--- src/rtl/aib_mac_seq_pkg.sv ---
// Shared types and helpers for the AIB MAC-side link bring-up sequencer.
package aib_mac_seq_pkg;

  typedef enum logic [2:0] {
    ST_IDLE   = 3'd0,
    ST_RSTN   = 3'd1,
    ST_MACRDY = 3'd2,
    ST_XFER   = 3'd3,
    ST_ALIGN  = 3'd4,
    ST_LINKUP = 3'd5,
    ST_FAIL   = 3'd6
  } seq_state_e;

  // One timer serves both the reset hold and every wait-state timeout.
  function automatic int cnt_width(input int rst_cyc, input int to_cyc);
    int m;
    m = (rst_cyc > to_cyc) ? rst_cyc : to_cyc;
    return (m < 2) ? 1 : $clog2(m);
  endfunction

  // States in which the adapter is out of reset and near-side MAC is ready.
  function automatic logic is_active(input seq_state_e s);
    return (s == ST_MACRDY) || (s == ST_XFER) || (s == ST_ALIGN) || (s == ST_LINKUP);
  endfunction

endpackage

--- src/rtl/aib_mac_chnl_seq.sv ---
// One channel of the link bring-up sequencer: FSM, saturating timer and
// registered Moore outputs.
module aib_mac_chnl_seq
  import aib_mac_seq_pkg::*;
#(
  parameter int RST_CYC = 16,
  parameter int TO_CYC  = 4096
) (
  input  logic       clk,
  input  logic       rst,
  input  logic       go,
  input  logic       restart,
  input  logic       fs_mac_rdy,
  input  logic       tx_en,
  input  logic       rx_en,
  input  logic       align_done,
  output logic       adapter_rstn,
  output logic       mac_rdy,
  output logic       link_up,
  output logic       link_fail,
  output logic [2:0] state
);

  localparam int CW = cnt_width(RST_CYC, TO_CYC);
  localparam logic [CW-1:0] RST_LAST = CW'(RST_CYC - 1);
  localparam logic [CW-1:0] TO_LAST  = CW'(TO_CYC - 1);
  localparam logic [CW-1:0] CNT_MAX  = '1;

  seq_state_e    cur;
  seq_state_e    nxt;
  logic [CW-1:0] cnt;
  logic [CW-1:0] nxt_cnt;
  logic          xfer_ok;
  logic          timeout;

  assign xfer_ok = tx_en & rx_en;
  assign timeout = (cnt == TO_LAST);
  assign state   = cur;

  // Far-side drop outranks every other exit; losing go outranks everything.
  always_comb begin
    nxt = cur;
    case (cur)
      ST_IDLE:   if (go) nxt = ST_RSTN;
      ST_RSTN:   if (cnt == RST_LAST) nxt = ST_MACRDY;
      ST_MACRDY: begin
        if (fs_mac_rdy)   nxt = ST_XFER;
        else if (timeout) nxt = ST_FAIL;
      end
      ST_XFER: begin
        if (!fs_mac_rdy)  nxt = ST_IDLE;
        else if (xfer_ok) nxt = ST_ALIGN;
        else if (timeout) nxt = ST_FAIL;
      end
      ST_ALIGN: begin
        if (!fs_mac_rdy)     nxt = ST_IDLE;
        else if (align_done) nxt = ST_LINKUP;
        else if (timeout)    nxt = ST_FAIL;
      end
      ST_LINKUP: begin
        if (!fs_mac_rdy)                nxt = ST_IDLE;
        else if (!(xfer_ok && align_done)) nxt = ST_XFER;
      end
      ST_FAIL:   if (restart) nxt = ST_IDLE;
      default:   nxt = ST_IDLE;
    endcase
    if (!go) nxt = ST_IDLE;
  end

  always_comb begin
    nxt_cnt = cnt;
    if (nxt != cur)          nxt_cnt = '0;
    else if (cnt != CNT_MAX) nxt_cnt = cnt + CW'(1);
  end

  always_ff @(posedge clk or posedge rst) begin
    if (rst) begin
      cur          <= ST_IDLE;
      cnt          <= '0;
      adapter_rstn <= 1'b0;
      mac_rdy      <= 1'b0;
      link_up      <= 1'b0;
      link_fail    <= 1'b0;
    end else begin
      cur          <= nxt;
      cnt          <= nxt_cnt;
      adapter_rstn <= is_active(nxt);
      mac_rdy      <= is_active(nxt);
      link_up      <= (nxt == ST_LINKUP);
      link_fail    <= (nxt == ST_FAIL);
    end
  end

endmodule

--- src/rtl/aib_mac_link_seq.sv ---
// MAC-side AIB link bring-up: one independent sequencer per channel plus a
// registered "every enabled channel is up" summary.
module aib_mac_link_seq
  import aib_mac_seq_pkg::*;
#(
  parameter int TOTAL_CHNL_NUM = 24,
  parameter int RST_CYC        = 16,
  parameter int TO_CYC         = 4096
) (
  input  logic                      i_osc_clk,
  input  logic                      i_m_power_on_reset,
  input  logic                      i_conf_done,
  input  logic                      i_m_device_detect,
  input  logic [TOTAL_CHNL_NUM-1:0] i_chnl_en,
  input  logic [TOTAL_CHNL_NUM-1:0] i_chnl_restart,
  input  logic [TOTAL_CHNL_NUM-1:0] i_fs_mac_rdy,
  input  logic [TOTAL_CHNL_NUM-1:0] i_tx_transfer_en,
  input  logic [TOTAL_CHNL_NUM-1:0] i_rx_transfer_en,
  input  logic [TOTAL_CHNL_NUM-1:0] i_rx_align_done,
  output logic [TOTAL_CHNL_NUM-1:0] o_ns_adapter_rstn,
  output logic [TOTAL_CHNL_NUM-1:0] o_ns_mac_rdy,
  output logic [TOTAL_CHNL_NUM-1:0] o_link_up,
  output logic [TOTAL_CHNL_NUM-1:0] o_link_fail,
  output logic                      o_all_link_up
);

  logic                      go_global;
  logic [2:0]                chnl_state [TOTAL_CHNL_NUM];
  logic [TOTAL_CHNL_NUM-1:0] chnl_up;

  assign go_global = i_conf_done & i_m_device_detect;

  for (genvar c = 0; c < TOTAL_CHNL_NUM; c++) begin : g_chnl
    aib_mac_chnl_seq #(
      .RST_CYC (RST_CYC),
      .TO_CYC  (TO_CYC)
    ) u_chnl (
      .clk          (i_osc_clk),
      .rst          (i_m_power_on_reset),
      .go           (go_global & i_chnl_en[c]),
      .restart      (i_chnl_restart[c]),
      .fs_mac_rdy   (i_fs_mac_rdy[c]),
      .tx_en        (i_tx_transfer_en[c]),
      .rx_en        (i_rx_transfer_en[c]),
      .align_done   (i_rx_align_done[c]),
      .adapter_rstn (o_ns_adapter_rstn[c]),
      .mac_rdy      (o_ns_mac_rdy[c]),
      .link_up      (o_link_up[c]),
      .link_fail    (o_link_fail[c]),
      .state        (chnl_state[c])
    );
    assign chnl_up[c] = (chnl_state[c] == ST_LINKUP);
  end

  // Disabled channels do not hold the summary low, but an empty mask never reports up.
  always_ff @(posedge i_osc_clk or posedge i_m_power_on_reset) begin
    if (i_m_power_on_reset) o_all_link_up <= 1'b0;
    else                    o_all_link_up <= (&(chnl_up | ~i_chnl_en)) & (|i_chnl_en);
  end

endmodule
--- config.mk ---
export PLATFORM = sky130hd
export DESIGN_NAME = aib_mac_link_seq
export DESIGN_NICKNAME = d
export VERILOG_FILES = /design/src/rtl/aib_mac_seq_pkg.sv /design/src/rtl/aib_mac_chnl_seq.sv /design/src/rtl/aib_mac_link_seq.sv
export SDC_FILE = /design/constraint.sdc
export NUM_CORES = 1
export LEC_CHECK = 0
export CAP_MARGIN = 25
export CELL_PAD_IN_SITES_DETAIL_PLACEMENT = 0
export CELL_PAD_IN_SITES_GLOBAL_PLACEMENT = 1
export CORE_UTILIZATION = 45
export DETAILED_ROUTE_END_ITERATION = 6
export PLACE_DENSITY_LB_ADDON = 0.1
export SLEW_MARGIN = 5
export SYNTH_ARGS = -nofsm -noshare
export SYNTH_HDL_FRONTEND = slang
export SYNTH_SLANG_ARGS = --single-unit
--- constraint.sdc ---
create_clock -name i_osc_clk -period 15.06 [get_ports i_osc_clk]
set_clock_uncertainty 0.05 [all_clocks]
set_input_delay 1.506 -clock i_osc_clk [delete_from_list [all_inputs] [get_ports i_osc_clk]]
set_output_delay 1.506 -clock i_osc_clk [all_outputs]
set_load 0.02 [all_outputs]
# After elaboration in Yosys (flattened, before gate mapping)
# Cells that the tools add are included.
[op_classes]
addsub = 24
n_eq_ne = 360
muxes = 336
n_bitwise = 52
reduce_logical = 146
[ops]
columns = ["op", "count"]
rows = [
  ["3-bit two-way mux", 264],
  ["12-bit two-way mux", 48],
  ["3-bit case mux with 7 select lines", 24],
  ["3-bit == test (second input constant)", 144],
  ["12-bit by 1-bit adder with 12-bit output (second input constant)", 24],
  ["12-bit == test (second input constant)", 24],
  ["12-bit by 4-bit == test with 1-bit output (second input constant)", 24],
  ["3-bit by 2-bit == test with 1-bit output (second input constant)", 96],
  ["12-bit != test (second input constant)", 24],
  ["3-bit by 1-bit == test with 1-bit output (second input constant)", 24],
  ["3-bit zero test", 24],
  ["1-bit logical OR", 72],
  ["3-bit != test", 24],
  ["1-bit bitwise AND", 50],
  ["2-bit nonzero test", 24],
  ["1-bit logical AND", 24],
  ["24-bit inverter", 1],
  ["24-bit bitwise OR", 1],
  ["24-bit AND reduction", 1],
  ["24-bit OR reduction", 1],
]
[totals]
ff_bits = 433
input_bits = 148
output_inout_bits = 97
wordCells = 1039

# Longest topological paths before layout
[depth]
word_depth = 10
ltp_mapped = 10
mapped_depth_nobuf = 8

# Cells and area by module
# A second synthesis with hierarchy kept.
[unflattened]
hier_cells = 3381
area_unflattened_um2 = 30531.8
[by_module_without_submodules]
columns = ["module", "instances", "cells_per_inst", "area_each_um2", "seq_area_each_um2"]
rows = [
  ["aib_mac_chnl_seq (g_chnl[0].u_chnl ...)", 17, 135, 1253.7, 450.4],
  ["aib_mac_chnl_seq (g_chnl[5].u_chnl ...)", 5, 143, 1231.2, 450.4],
  ["aib_mac_chnl_seq (g_chnl[3].u_chnl)", 1, 138, 1273.7, 450.4],
  ["aib_mac_chnl_seq (g_chnl[4].u_chnl)", 1, 138, 1271.2, 450.4],
  ["aib_mac_link_seq", 1, 95, 518.0, 25.0],
]

# Least setup slack after synthesis
# Ideal clock, no wire load.
[synth_timing]
path_type = "input port to flip-flop"
startpoint = "input i_fs_mac_rdy[23]"
endpoint = "register g_chnl[23].u_chnl.cnt[1]"
setup_time_ps = 78
arrival_ps = 3440
required_time_ps = 14932
setup_slack_ps = 11492
path_stages = 8
n_path_buf = 2
cell_sequence = "clkbuf_1 > or4b_2 > nor4_1 > o21ai_0 > a311oi_1 > o2111ai_1 > clkbuf_1 > a21oi_1"
[synth_between]
elab_chain_len = 5
word_cells_on_any_way = 9
classes_between = "1 x eq/ne; 7 x mux; 1 x reduce/logical"
[synth_rtl]
columns = ["item", "line", "text"]
rows = [
  ["start: declaration", "aib_mac_link_seq.sv:16", "input logic [TOTAL_CHNL_NUM-1:0] i_fs_mac_rdy,"],
  ["3-bit two-way mux, on equally long branches", "-", ""],
  ["3-bit case mux with 7 select lines (*)", "aib_mac_chnl_seq.sv:43", "case (cur)"],
  ["3-bit two-way mux (*)", "aib_mac_chnl_seq.sv:67", "if (!go) nxt = ST_IDLE;"],
  ["3-bit != test (*)", "aib_mac_chnl_seq.sv:72", "if (nxt != cur) nxt_cnt = '0;"],
  ["12-bit two-way mux / 2-bit nonzero test (equally long branches)", "-", ""],
  ["end signal: assignment", "aib_mac_chnl_seq.sv:86", "cnt <= nxt_cnt;"],
  ["end: declaration", "aib_mac_chnl_seq.sv:31", "logic [CW-1:0] cnt;"],
]
# Every way passes the cells marked *; elsewhere a longest branch is shown, timed or not.
# A chain may end at the register's enable or synchronous reset.

# Final worst setup path
[layout_timing]
startpoint = "input i_conf_done"
endpoint = "register g_chnl[16].u_chnl.cnt[2]"
[layout_between]
elab_chain_len = 5
word_cells_on_any_way = 6
classes_between = "1 x eq/ne; 2 x mux; 2 x bitwise; 1 x reduce/logical"
[layout_rtl]
columns = ["item", "line", "text"]
rows = [
  ["start: declaration", "aib_mac_link_seq.sv:12", "input logic i_conf_done,"],
  ["1-bit bitwise AND (*)", "aib_mac_link_seq.sv:31", "assign go_global = i_conf_done & i_m_device_detect;"],
  ["1-bit bitwise AND (*)", "aib_mac_link_seq.sv:40", ".go (go_global & i_chnl_en[c]),"],
  ["3-bit two-way mux (*)", "aib_mac_chnl_seq.sv:67", ""],
  ["3-bit != test (*)", "aib_mac_chnl_seq.sv:72", ""],
  ["12-bit two-way mux / 2-bit nonzero test (equally long branches)", "-", ""],
  ["end signal: assignment", "aib_mac_chnl_seq.sv:86", ""],
  ["end: declaration", "aib_mac_chnl_seq.sv:31", ""],
]
# Marks and branches as above.

==> flow_summary.toml <==
[timing]
tns_ns = 0
final-hold-violation-count = 0
max_freq_mhz = 214
drv_slew = 0
period_needed_ns = 4.67
setup_slack_ns = 10.39
finalCritPeriodShare = 0.310
worst_slew_pin_slew_ns = 1.06
rsz0062_at_grt = "false"
relSlewSlack = 0.294
setup_viol = 0

[synthesis]
synth-async-reset-ratio = 1.00
synthTopCellsByArea = "dfrtp_1 (38%), nor2_1 (5.1%), nand4_1 (3.4%), nand2_1 (3.3%), nand3_1 (3.3%)"
synth_edf_count = 0
yosys_warnings = 0
netlist_area_um2 = 28800
synth_common_cells = "dfrtp_1 (433), nor2_1 (390), nand2_1 (255)"
ys_types = 82
yosys.area.top_type = "dfrtp_1"
synth_most_common_cell = "dfrtp_1"
synth-main-ff-cell = "dfrtp_1"
synthCells = 3459
synth_fp_nets = 3631
avgSynthCellArea_um2 = 8.33
synth_seq_cells = 433
synth_top_area_frac = 0.376
yosysSeqAreaShare = 0.376

[setup_path]
worstSetupStartpointType = "primary input"
critical_path_class = "in -> reg"
cp_max_fo = 29
crit_arrival_ns = 5.10
cp.required_ns = 15.49
endpoint_kind = "register"

[clock_network]
cts_tree = "built"
h-tree-depth = 2
clk_pin_slew_ns = 0.06
cts-root-buf = "clkbuf_16"
cts_setup_buffers = 0
clk_latency_ns = 0.60
cts_buffers = 52
cts.path.max_buffers = 3
cts_resized = 0
cts_sinks = 433
ctsHoldBuffers = 0

[power_and_ir_drop]
swShare = 0.281
switchingPower_w = 0.000893
clkPwrFrac = 0.418
p_leak_nw = 13.2
power_density_nw_per_um2 = 96.5
seq_power_share = 0.450
ir_drop_mv = 0.0805
power_frac_comb = 0.132
p_int_w = 0.00228

[cells_and_area]
syn_to_final_growth_pct = 14.2
nets = 3664
drive_above_1_share = 0.0501

[die]
start_util = 0.456
io_pins = 245
rows = 92
core_area_um2 = 63200
die_w_um = 255
die_area_um2 = 65100
die_y_um = 255

[detailed_routing]
dr.pass1.iters = 5
drc = 0
vias = 26258
routedWlPerCell_um = 17.7
initialDrtViolationCount = 2058
detail-route-antenna-nets = 0
finalWirelength_um = 77700
via_per_inst = 5.99

[placement]
portBuffers = 244
routabilityCongestion = 0.931
preCtsSetupSlack_ns = 9.76
dp_hpwl_um = 55100

[run]
maxCapViolations = 0

[min_path]
hp-class = "reg -> reg"

[global_routing]
grt_usage = 0.234
overflow = 0
grt_first_pass_wirelength_um = 126000
grt_max_degree = 177
antenna_found_initial = 10
grt_pass1_vias = 24347

[outcome]
outcome = "completed"
final timing paths:
path / endpoint / startpoint / slack [ns] / depth (start not counted)
worst max-delay path: g_chnl[16].u_chnl.cnt[2] / i_conf_done / 10.39 / 8
worst min-delay path: g_chnl[16].u_chnl.cnt[6] / g_chnl[16].u_chnl.cnt[6] / 0.48 / 1
worst max register to register: g_chnl[2].u_chnl.cnt[11] / g_chnl[2].u_chnl.cnt[0] / 11.75 / 7
worst min register to register: g_chnl[16].u_chnl.cnt[6] / g_chnl[16].u_chnl.cnt[6] / 0.48 / 1
max in group asynchronous: g_chnl[5].u_chnl.state[1] / i_m_power_on_reset / 11.41 / 5
min in group asynchronous: g_chnl[13].u_chnl.cnt[11] / i_m_power_on_reset / 1.33 / 2
cell type report:
class | count | area (um2)
antenna | 1 | 2.50
clock buffer | 72 | 1540
clock inverter | 24 | 280
fill | 5859 | 30300
inverter | 71 | 274
multi-input combinational | 2673 | 16300
sequential | 433 | 10800
tap | 846 | 1060
timing repair buffer | 261 | 2620
through the flow:
stage,std cells,power (W),hold slack (ns),area (um2),util
3_5_place_dp,4278,0.00187,0.469,31000,0.491
4_1_cts,4374,0.00322,0.478,32800,0.520
2_1_floorplan,3459,0.00171,0.436,28800,-
6_report,4381,0.00318,0.481,32900,0.521
5_1_grt,4381,0.00334,0.511,32900,0.521
3_3_place_gp,4277,0.00184,0.456,31000,0.491
kinds of logic (layout without fill, tap and decap cells):
group                      after synthesis  after routing  share of synthesized area
and+or+nand+nor                       1751           1751                      0.322
AOI/OAI and AO/OA                      674            674                      0.163
DFF                                    433            433                      0.376
buffers and inverters                  353            428                     0.0586
xor gates and xnor gates               187            187                     0.0568
muxes                                   37             37                     0.0130
adders and majority gates               24             24                     0.0104
other                                    0              1                          0
critical path: stages:
cell and delay [ns]:
clkdlybuf4s50_1 0.89, and2_2 0.92, nand3_1 0.53, a22o_1 0.38
a31oi_1 0.21, o21ai_0 0.12, buf_4 0.20, a2111oi_0 0.33
layer usage:
layer | global-route usage | vias up | part of all wire | wire [um]
met3 | 0.0420 | 147 | 0.061 | 4750
li1 | - | 12749 | - | -
met1 | 0.324 | 12618 | 0.45 | 35200
met5 | 0 | - | 0.0014 | 111
met2 | 0.370 | 728 | 0.46 | 35400
met4 | 0.0748 | 16 | 0.029 | 2230
flip-flops by register name (all words and copies together) (netlist names):
register	count
o_all_link_up	1
g_chnl.u_chnl.state	72
g_chnl.u_chnl.link_up	24
g_chnl.u_chnl.link_fail	24
g_chnl.u_chnl.cnt	288
g_chnl.u_chnl.adapter_rstn	24
cell usage in the layout (no fill, tap or decap), types with 57 or more instances in the layout:
| cell | Yosys | layout |
|---|---|---|
| xnor2_1 | 85 | 85 |
| xor2_1 | 102 | 102 |
| nor2b_1 | 57 | 57 |
| clkdlybuf4s50_1 | 0 | 244 |
| dfrtp_1 | 433 | 433 |
| nand2b_1 | 101 | 101 |
| and3_1 | 86 | 86 |
| nand3_1 | 191 | 191 |
| o21ai_0 | 112 | 112 |
| nor4_1 | 83 | 83 |
| nor2_1 | 390 | 390 |
| a21oi_1 | 142 | 142 |
| inv_1 | 71 | 70 |
| nand2_1 | 255 | 255 |
| nor3_1 | 177 | 177 |
| nand4_1 | 157 | 157 |
power groups by stage:
stage | logic [W] | clock network, W | registers (W)
after global placement | 0.000400 | 0 | 0.00144
after floorplan | 0.000307 | 0 | 0.00140
after global routing | 0.000480 | 0.00141 | 0.00145
final | 0.000420 | 0.00133 | 0.00143
after CTS | 0.000423 | 0.00137 | 0.00143
after detailed placement | 0.000421 | 0 | 0.00144
Note: power is estimated with default switching activity, not from simulation.
